**config.mk**
```make
export PLATFORM = sky130hd
export DESIGN_NAME = front_panel_loader
export DESIGN_NICKNAME = d
export VERILOG_FILES = /design/src/rtl/loader_pkg.sv /design/src/rtl/key_edge.sv /design/src/rtl/front_panel_loader.sv
export SDC_FILE = /design/constraint.sdc
export NUM_CORES = 1
export LEC_CHECK = 0
export CORE_MARGIN = 10
export CORE_UTILIZATION = 47
export DETAILED_ROUTE_END_ITERATION = 16
export PLACE_DENSITY = 0.79
export SLEW_MARGIN = 25
export SYNTH_ARGS = -nofsm -noshare
export SYNTH_HDL_FRONTEND = slang
export SYNTH_SLANG_ARGS = --single-unit
```
**constraint.sdc**
```tcl
create_clock -name Clk -period 2.3 [get_ports Clk]
set_clock_uncertainty 0.1 [all_clocks]
set_input_delay 0.46 -clock Clk [delete_from_list [all_inputs] [get_ports Clk]]
set_output_delay 0.46 -clock Clk [all_outputs]
set_load 0.02 [all_outputs]
```
**src/rtl/loader_pkg.sv**
```systemverilog
// Shared types and default sizes for the front-panel memory loader.
// Contents:
//   state_t      - handshake/collection FSM states
//   ADDR_W_DEF   - default memory address width
//   DATA_W_DEF   - default memory word width (multiple of 4)
//   NIB_DEF      - hex digits per word at the default width
package loader_pkg;

  localparam int unsigned ADDR_W_DEF = 8;
  localparam int unsigned DATA_W_DEF = 16;
  localparam int unsigned NIB_DEF    = DATA_W_DEF / 4;

  typedef enum logic [2:0] {
    IDLE    = 3'd0,
    COLLECT = 3'd1,
    REQ     = 3'd2,
    WRITE   = 3'd3,
    RELEASE = 3'd4
  } state_t;

endpackage

```
**src/rtl/key_edge.sv**
```systemverilog
// Rising-edge detector for a debounced, synchronized key level.
// Ports:
//   clk     - system clock
//   rst_n   - asynchronous active-low reset
//   level   - key level, high = pressed
//   q       - registered copy of level
//   rise_c  - combinational one-cycle pulse on a 0->1 transition
module key_edge (
  input  logic clk,
  input  logic rst_n,
  input  logic level,
  output logic q,
  output logic rise_c
);

  // Previous-cycle copy of the key level.
  always_ff @(posedge clk or negedge rst_n) begin
    if (!rst_n) begin
      q <= 1'b0;
    end else begin
      q <= level;
    end
  end

  // A held key produces a single pulse.
  assign rise_c = level & ~q;

endmodule

```
**src/rtl/front_panel_loader.sv**
```systemverilog
// Front-panel memory loader: collects hex digits from the switches into a
// word and writes it to processor memory through a hold req/ack handshake.
// Optional feature macro: LOADER_AUTOINC_EN (address auto-increment after
// each write, with a sticky wrap flag).
// Ports:
//   Clk, ResetN        - clock, asynchronous active-low reset
//   Enter, SetAddr     - debounced key levels
//   Nibble             - hex digit from the switches
//   HoldAck            - processor has released its memory port
//   HoldReq            - request processor to release its memory port
//   WrEn/WrAddr/WrData - memory write port (one-cycle strobe)
//   Entry, DigitCnt    - digit shift register and digit count (display)
//   Busy               - handshake in progress (decoded from state)
//   Wrapped            - sticky address wrap flag
module front_panel_loader
  import loader_pkg::*;
#(
  parameter int unsigned ADDR_W = ADDR_W_DEF,
  parameter int unsigned DATA_W = DATA_W_DEF
) (
  input  logic                          Clk,
  input  logic                          ResetN,
  input  logic                          Enter,
  input  logic                          SetAddr,
  input  logic [3:0]                    Nibble,
  input  logic                          HoldAck,
  output logic                          HoldReq,
  output logic                          WrEn,
  output logic [ADDR_W-1:0]             WrAddr,
  output logic [DATA_W-1:0]             WrData,
  output logic [DATA_W-1:0]             Entry,
  output logic [$clog2(DATA_W/4):0]     DigitCnt,
  output logic                          Busy,
  output logic                          Wrapped
);

  localparam int unsigned NIB   = DATA_W / 4;
  localparam int unsigned CNT_W = $clog2(NIB) + 1;

  state_t              state_q;
  state_t              state_d;
  logic                press;
  logic                apress;
  logic                enter_q;
  logic                set_addr_q;
  logic                accept;
  logic                last_digit;
  logic [DATA_W-1:0]   shifted;

  // Key edge detectors; they keep tracking the keys even while busy.
  key_edge u_enter_edge (
    .clk    (Clk),
    .rst_n  (ResetN),
    .level  (Enter),
    .q      (enter_q),
    .rise_c (press)
  );

  key_edge u_set_addr_edge (
    .clk    (Clk),
    .rst_n  (ResetN),
    .level  (SetAddr),
    .q      (set_addr_q),
    .rise_c (apress)
  );

  // Keys are only honoured outside the write handshake.
  assign accept     = (state_q == IDLE) || (state_q == COLLECT);
  assign last_digit = (DigitCnt == CNT_W'(NIB - 1));
  assign shifted    = {Entry[DATA_W-5:0], Nibble};
  assign Busy       = (state_q == REQ) || (state_q == WRITE) || (state_q == RELEASE);

  // State register.
  always_ff @(posedge Clk or negedge ResetN) begin
    if (!ResetN) begin
      state_q <= IDLE;
    end else begin
      state_q <= state_d;
    end
  end

  // Next-state logic; SetAddr outranks a simultaneous digit press.
  always_comb begin
    state_d = state_q;
    unique case (state_q)
      IDLE, COLLECT: begin
        if (apress) begin
          state_d = IDLE;
        end else if (press) begin
          state_d = last_digit ? REQ : COLLECT;
        end
      end
      REQ: begin
        if (HoldAck) begin
          state_d = WRITE;
        end
      end
      WRITE: begin
        state_d = RELEASE;
      end
      RELEASE: begin
        if (!HoldAck) begin
          state_d = IDLE;
        end
      end
      default: begin
        state_d = IDLE;
      end
    endcase
  end

  // Handshake outputs registered from the next state so they line up with it.
  always_ff @(posedge Clk or negedge ResetN) begin
    if (!ResetN) begin
      HoldReq <= 1'b0;
      WrEn    <= 1'b0;
    end else begin
      HoldReq <= (state_d == REQ) || (state_d == WRITE);
      WrEn    <= (state_d == WRITE);
    end
  end

  // Digit collection, address load and post-write bookkeeping.
  always_ff @(posedge Clk or negedge ResetN) begin
    if (!ResetN) begin
      WrAddr   <= '0;
      WrData   <= '0;
      Entry    <= '0;
      DigitCnt <= '0;
      Wrapped  <= 1'b0;
    end else begin
      if (accept) begin
        if (apress) begin
          WrAddr   <= Entry[ADDR_W-1:0];
          Entry    <= '0;
          DigitCnt <= '0;
          Wrapped  <= 1'b0;
        end else if (press) begin
          Entry    <= shifted;
          DigitCnt <= DigitCnt + CNT_W'(1);
          if (last_digit) begin
            WrData <= shifted;
          end
        end
      end else if (state_q == WRITE) begin
        Entry    <= '0;
        DigitCnt <= '0;
`ifdef LOADER_AUTOINC_EN
        WrAddr <= WrAddr + ADDR_W'(1);
        if (&WrAddr) begin
          Wrapped <= 1'b1;
        end
`else
        WrAddr <= WrAddr;
`endif
      end
    end
  end

endmodule

```
== Yosys cells after proc, flatten, opt, wreduce, memory -nomap -nowiden ==
Index checks and enable logic that the tools add are counted.

* Bits in registers: 50
* Latch bits: 0
* Memory bits (writable): 0
* Bits in read-only memories: 0
* Bits of input ports: 9
* Output and inout port bits: 47
* Logic and storage cells: 47
* Memories: 0

* $add $sub $neg: 1
* $mul: 0
* Divide/modulo/power cells: 0
* Order comparisons: 0
* Equality and inequality tests: 8
* Shifts and indexed selects: 0
* Multiplexer cells: 14
* Bitwise gates (word level): 5
* Reduce and logical (&&, ||, !) cells: 10

{| class="wikitable"
|+ Operator list
! cell !! count
|-
| 16-bit two-way mux || 4
|-
| 3-bit two-way mux || 8
|-
| 3-bit by 2-bit == test with 1-bit output, second input constant || 5
|-
| 3-bit one-hot mux with 4 select lines || 1
|-
| 1-bit logical OR || 4
|-
| 2-bit AND reduction || 2
|-
| 4-bit AND reduction || 1
|-
| 3-bit by 1-bit adder with 3-bit output, second input constant || 1
|-
| 3-bit by 1-bit == test with 1-bit output, second input constant || 1
|-
| 3-bit == test, second input constant || 1
|-
| 3-bit zero test || 1
|-
| 3-bit inequality test, second input constant || 1
|-
| 1-bit inverter || 3
|-
| 1-bit AND || 2
|-
| 2-bit two-way mux || 1
|-
| 2-bit nonzero test || 1
|-
| 2-bit OR reduction || 1
|}

== Longest topological paths before layout ==
* Word-level depth: 7
* Mapped depth: 6

== Cells and area by module ==
Synthesis repeated with hierarchy kept, for this count alone.

* Cell total of the unflattened synthesis: 160
* Area total of the unflattened synthesis: 2,137.0 um^2

{| class="wikitable"
|+ Modules (own cells, without submodules)
! module !! times used !! cells each !! area each (um^2) !! seq. area each (um^2)
|-
| front_panel_loader || 1 || 156 || 2,059.5 || 1,201.2
|-
| key_edge || 2 || 2 || 38.8 || 25.0
|}

== Worst setup path after synthesis ==
No wires, ideal clock.

* Kind: register to register
* Start point: register DigitCnt[0]
* End point: register WrData[10]
* Library setup time: 0.128 ns
* Arrival time: 1.719 ns
* Slack: 0.354 ns
* Stages on the path, launching flop included: 7
* Cell sequence: dfrtp_1 -> ha_1 -> ha_1 -> and3b_1 -> nand3_4 -> buf_2 -> mux2_1

* Word-level cells in the longest chain between the ends: 2

{| class="wikitable"
|+ Ends and longest elaborated chain
! what !! RTL line !! text
|-
| start: declaration || front_panel_loader.sv:32 || <nowiki>output logic [$clog2(DATA_W/4):0] DigitCnt,</nowiki>
|-
| start signal: assignment || front_panel_loader.sv:140 || <nowiki>DigitCnt <= DigitCnt + CNT_W'(1);</nowiki>
|-
| 3-bit by 2-bit == test with 1-bit output || front_panel_loader.sv:69 || <nowiki>assign last_digit = (DigitCnt == CNT_W'(NIB - 1));</nowiki>
|-
| 4-bit AND reduction (no line) || n/a ||
|-
| end signal: assignment || front_panel_loader.sv:142 || <nowiki>WrData <= shifted;</nowiki>
|-
| end: declaration || front_panel_loader.sv:30 || <nowiki>output logic [DATA_W-1:0] WrData,</nowiki>
|}

Every way passes these cells.
A chain may end at the register's enable or synchronous reset.

== Worst setup path in the final report ==
* Start point: register state_q[2]
* End point: output Busy

* Word-level cells in the longest chain between the ends: 3
* Elaborated cells between the ends (all ways): 5
* Those cells by class: eq/ne: 3; reduce/logical: 2

{| class="wikitable"
|+ Ends and longest elaborated chain
! what !! RTL line !! text
|-
| start: declaration || front_panel_loader.sv:40 || <nowiki>state_t state_q;</nowiki>
|-
| start signal: assignment || front_panel_loader.sv:78 || <nowiki>state_q <= state_d;</nowiki>
|-
| 3-bit by 2-bit == test with 1-bit output || front_panel_loader.sv:71 || <nowiki>assign Busy = (state_q == REQ) || (state_q == WRITE) || (state_q == RELEASE);</nowiki>
|-
| 1-bit logical OR || front_panel_loader.sv:71 ||
|-
| 1-bit logical OR (*) || front_panel_loader.sv:71 ||
|-
| end: declaration || front_panel_loader.sv:33 || <nowiki>output logic Busy,</nowiki>
|}

Mark *: on every way between the ends. The rest lies on a longest branch, timed or not.

==> flow_summary.yaml <==
synthesis:
  netlist.area_leader.share: 0.641
  synth_top_flop_cell: "dfrtp_1"
  async_reset_ff_frac: 1.00
  ys_types: 28
  avgSynthCellArea_um2: 15.4
  synth_warnings: 0
  synth_top_area_cell: "dfrtp_1"
  ys_seq_area_frac: 0.641
  ys_ff_latch: 50
  synth_edf_count: 0
  synth_common_cells: "50 x dfrtp_1, 24 x mux2_1, 18 x a22o_1, 3 x buf_2, 3 x inv_1"
  netlist_area_mm2: 0.00195
  synthTopCellsByArea: "dfrtp_1 64%, mux2_1 14%, a22o_1 8.1%"
  synth.net_count: 138
  synthCells: 127
  yosys.cell_count.top_type: "dfrtp_1"
setup_path:
  ff2ff_path_depth: 5
  reg2reg_from: "DigitCnt[0]"
  crit_fanout: 6
  reg2reg_setup_slack_ns: 0.41
  worstSetupPathType: "register to output port"
  timing.rr.end: "WrData[13]"
  path_cells: "or2b_1, o21ai_0, dlygate4sd2_1"
  cp.arrival_ns: 1.58
  critPathLaunchType: "register"
  end_kind: "output port"
  cp_slowest_cell: "dfrtp_1"
  max_stage_delay_ns: 0.50
  crit_start: "state_q[2]"
  cp.required_ns: 1.74
clock_tree:
  cts_sinks: 50
  cts_tree: "built"
  clk_pin_slew_worst_paths_ns: 0.08
  clock_latency_ns: 0.30
  clk_path_buf_depth: 2
  cts_buffers: 5
  root_buffer: "clkbuf_8"
  cts_htree_levels: 2
place:
  place_area_mm2: 0.00254
  finalWeightedCongestion: 0.826
  dpl.hpwl_mm: 3.50
  portBuffers: 54
grt:
  grt_use_total: 0.130
  grt_pass1_wl_mm: 7.49
  grt_antenna_before_repair: 0
  first_global_vias: 1420
  grt_start_max_net_pins: 20
  gr-total-overflow: 0
floorplanning:
  dieWidth_um: 84.5
  core_mm2: 0.00400
  boundaryPins: 56
  die_h_um: 84.5
  rows: 23
  start_util: 0.488
  dieArea_mm2: 0.00713
timing:
  drv_slew: 0
  max_freq_mhz: 468
  period_needed_ns: 2.14
  final-hold-violation-count: 0
  relSlewSlack: 0.568
  rsz0062_at_grt: "no"
  worstMarginPinSlew_ns: 0.645
  tns_ns: 0
  finalCritPeriodShare: 0.928
  setup_viol: 0
cells_and_area:
  final_area_mm2: 0.00264
  finalNetCount: 198
  num_antenna_cells: 0
  drive_gt1_frac: 0.101
  area_delta_synth_final_pct: 35.2
routing:
  drt_wl_total_mm: 4.65
  viasPerCell: 5.41
  vias: 1287
  wire_per_inst_um: 19.5
  wl_met3_um: 359
  drtIter0Drc: 91
  ant_nets: 0
  drc: 0
  firstDrtPassIters: 4
  wl_met2_mm: 2.31
  top_layer: "met4"
  met1Wirelength_mm: 1.89
hold_path:
  hold_path_depth: 1
  min_path_type: "register to register"
  min_to: "WrAddr[3]"
  min_from: "WrAddr[3]"
power:
  leakagePower_nw: 1.25
  worst_ir_drop_vdd_uv: 583
  power.density_mw_per_mm2: 813
status:
  outcome: "completed"
run:
  cap_violations: 0
[routing by layer]
metal,up-vias,global-route usage
met2,42,0.215
met3,8,0.0541
met1,656,0.145
met5,-,0
li1,581,-
met4,0,0.0524
[cells by family after synthesis]
group	share of synthesized area
AND/OR/NAND/NOR	0.0737
adder cells (fa/ha/maj)	0.0128
AO/OA/AOI/OAI	0.106
multiplexers	0.138
other	0.00192
buffers and inverters	0.0269
flip-flops	0.641
[placed cells by master (no fill, tap or decap), drive strengths merged]
cell | netlist | final
clkdlybuf4s50 | 0 | 52
dfrtp | 50 | 50
mux2 | 24 | 24
a22o | 18 | 18
clkbuf | 0 | 7
buf | 6 | 5
inv | 3 | 3
nand2b | 3 | 3
o21ai | 3 | 3
nor2 | 3 | 3
nor4b | 2 | 2
ha | 2 | 2
and3b | 2 | 2
or2b | 1 | 1
o21bai | 1 | 1
nand3 | 1 | 1
nand2 | 1 | 1
nor2b | 1 | 1
o32ai | 1 | 1
o2111ai | 1 | 1
o41ai | 1 | 1
and3 | 1 | 1
nor3 | 1 | 1
conb | 1 | 1
clkinv | 0 | 1
dlygate4sd3 | 0 | 1
dlygate4sd2 | 0 | 1
[sequential cells by signal (all words and copies together), names as in the netlist]
name,flops
Entry,16
WrData,16
WrAddr,8
DigitCnt,3
state_q,3
HoldReq,1
WrEn,1
u_enter_edge.q,1
u_set_addr_edge.q,1
[what timing repair did]
item	4_1_cts	5_1_grt
resized for setup	1	0
endpoints found under the setup margin	1	0
buffers inserted	0	0
hold buffers	1	0
endpoints found under the hold margin	17	0
[layout make-up]
class,count,area [µm²]
Timing Repair Buffer,59,574
Tap cell,50,62.6
Multi-Input combinational cell,68,649
Clock inverter,1,5.00
Clock buffer,7,86.3
Fill cell,289,1360
Sequential cell,50,1250
Inverter,3,11.3
[critical path: cells and delay by family (launching register included)]
family	cells	cell delay [ns]
buf+inv	1	0.36
flops	1	0.50
compound gates	1	0.15
simple gates	1	0.27
[power by group]
| group | switching (mW) | leakage [nW] | internal (mW) | total (mW) |
|---|---|---|---|---|
| registers | 0.0853 | 0.678 | 0.989 | 1.07 |
| logic | 0.284 | 0.528 | 0.273 | 0.558 |
| clock network | 0.273 | 0.0482 | 0.243 | 0.516 |
| total | 0.643 | 1.25 | 1.50 | 2.15 |
[metrics by stage]
stage	std cells	util	setup WS [ns]	power, mW	hold slack, ns
floorplan	127	-	0.354	1.35	0.0644
global placement	229	0.635	0.135	1.63	0.313
detailed placement	229	0.635	0.0786	1.65	0.326
CTS	238	0.660	0.150	2.17	0.397
global route	238	0.660	0.100	2.25	0.406
finish	238	0.660	0.165	2.15	0.395
[how the worst max path moves through the flow]
stage          slack (ns)    endpoint
3_3_place_gp         0.14   WrAddr[2]
6_report             0.16        Busy
3_5_place_dp         0.08   WrAddr[6]
4_1_cts              0.15        Busy
2_1_floorplan        0.35  WrData[10]
5_1_grt              0.10        Busy
No activity file was read; power rests on OpenSTA's default activity.
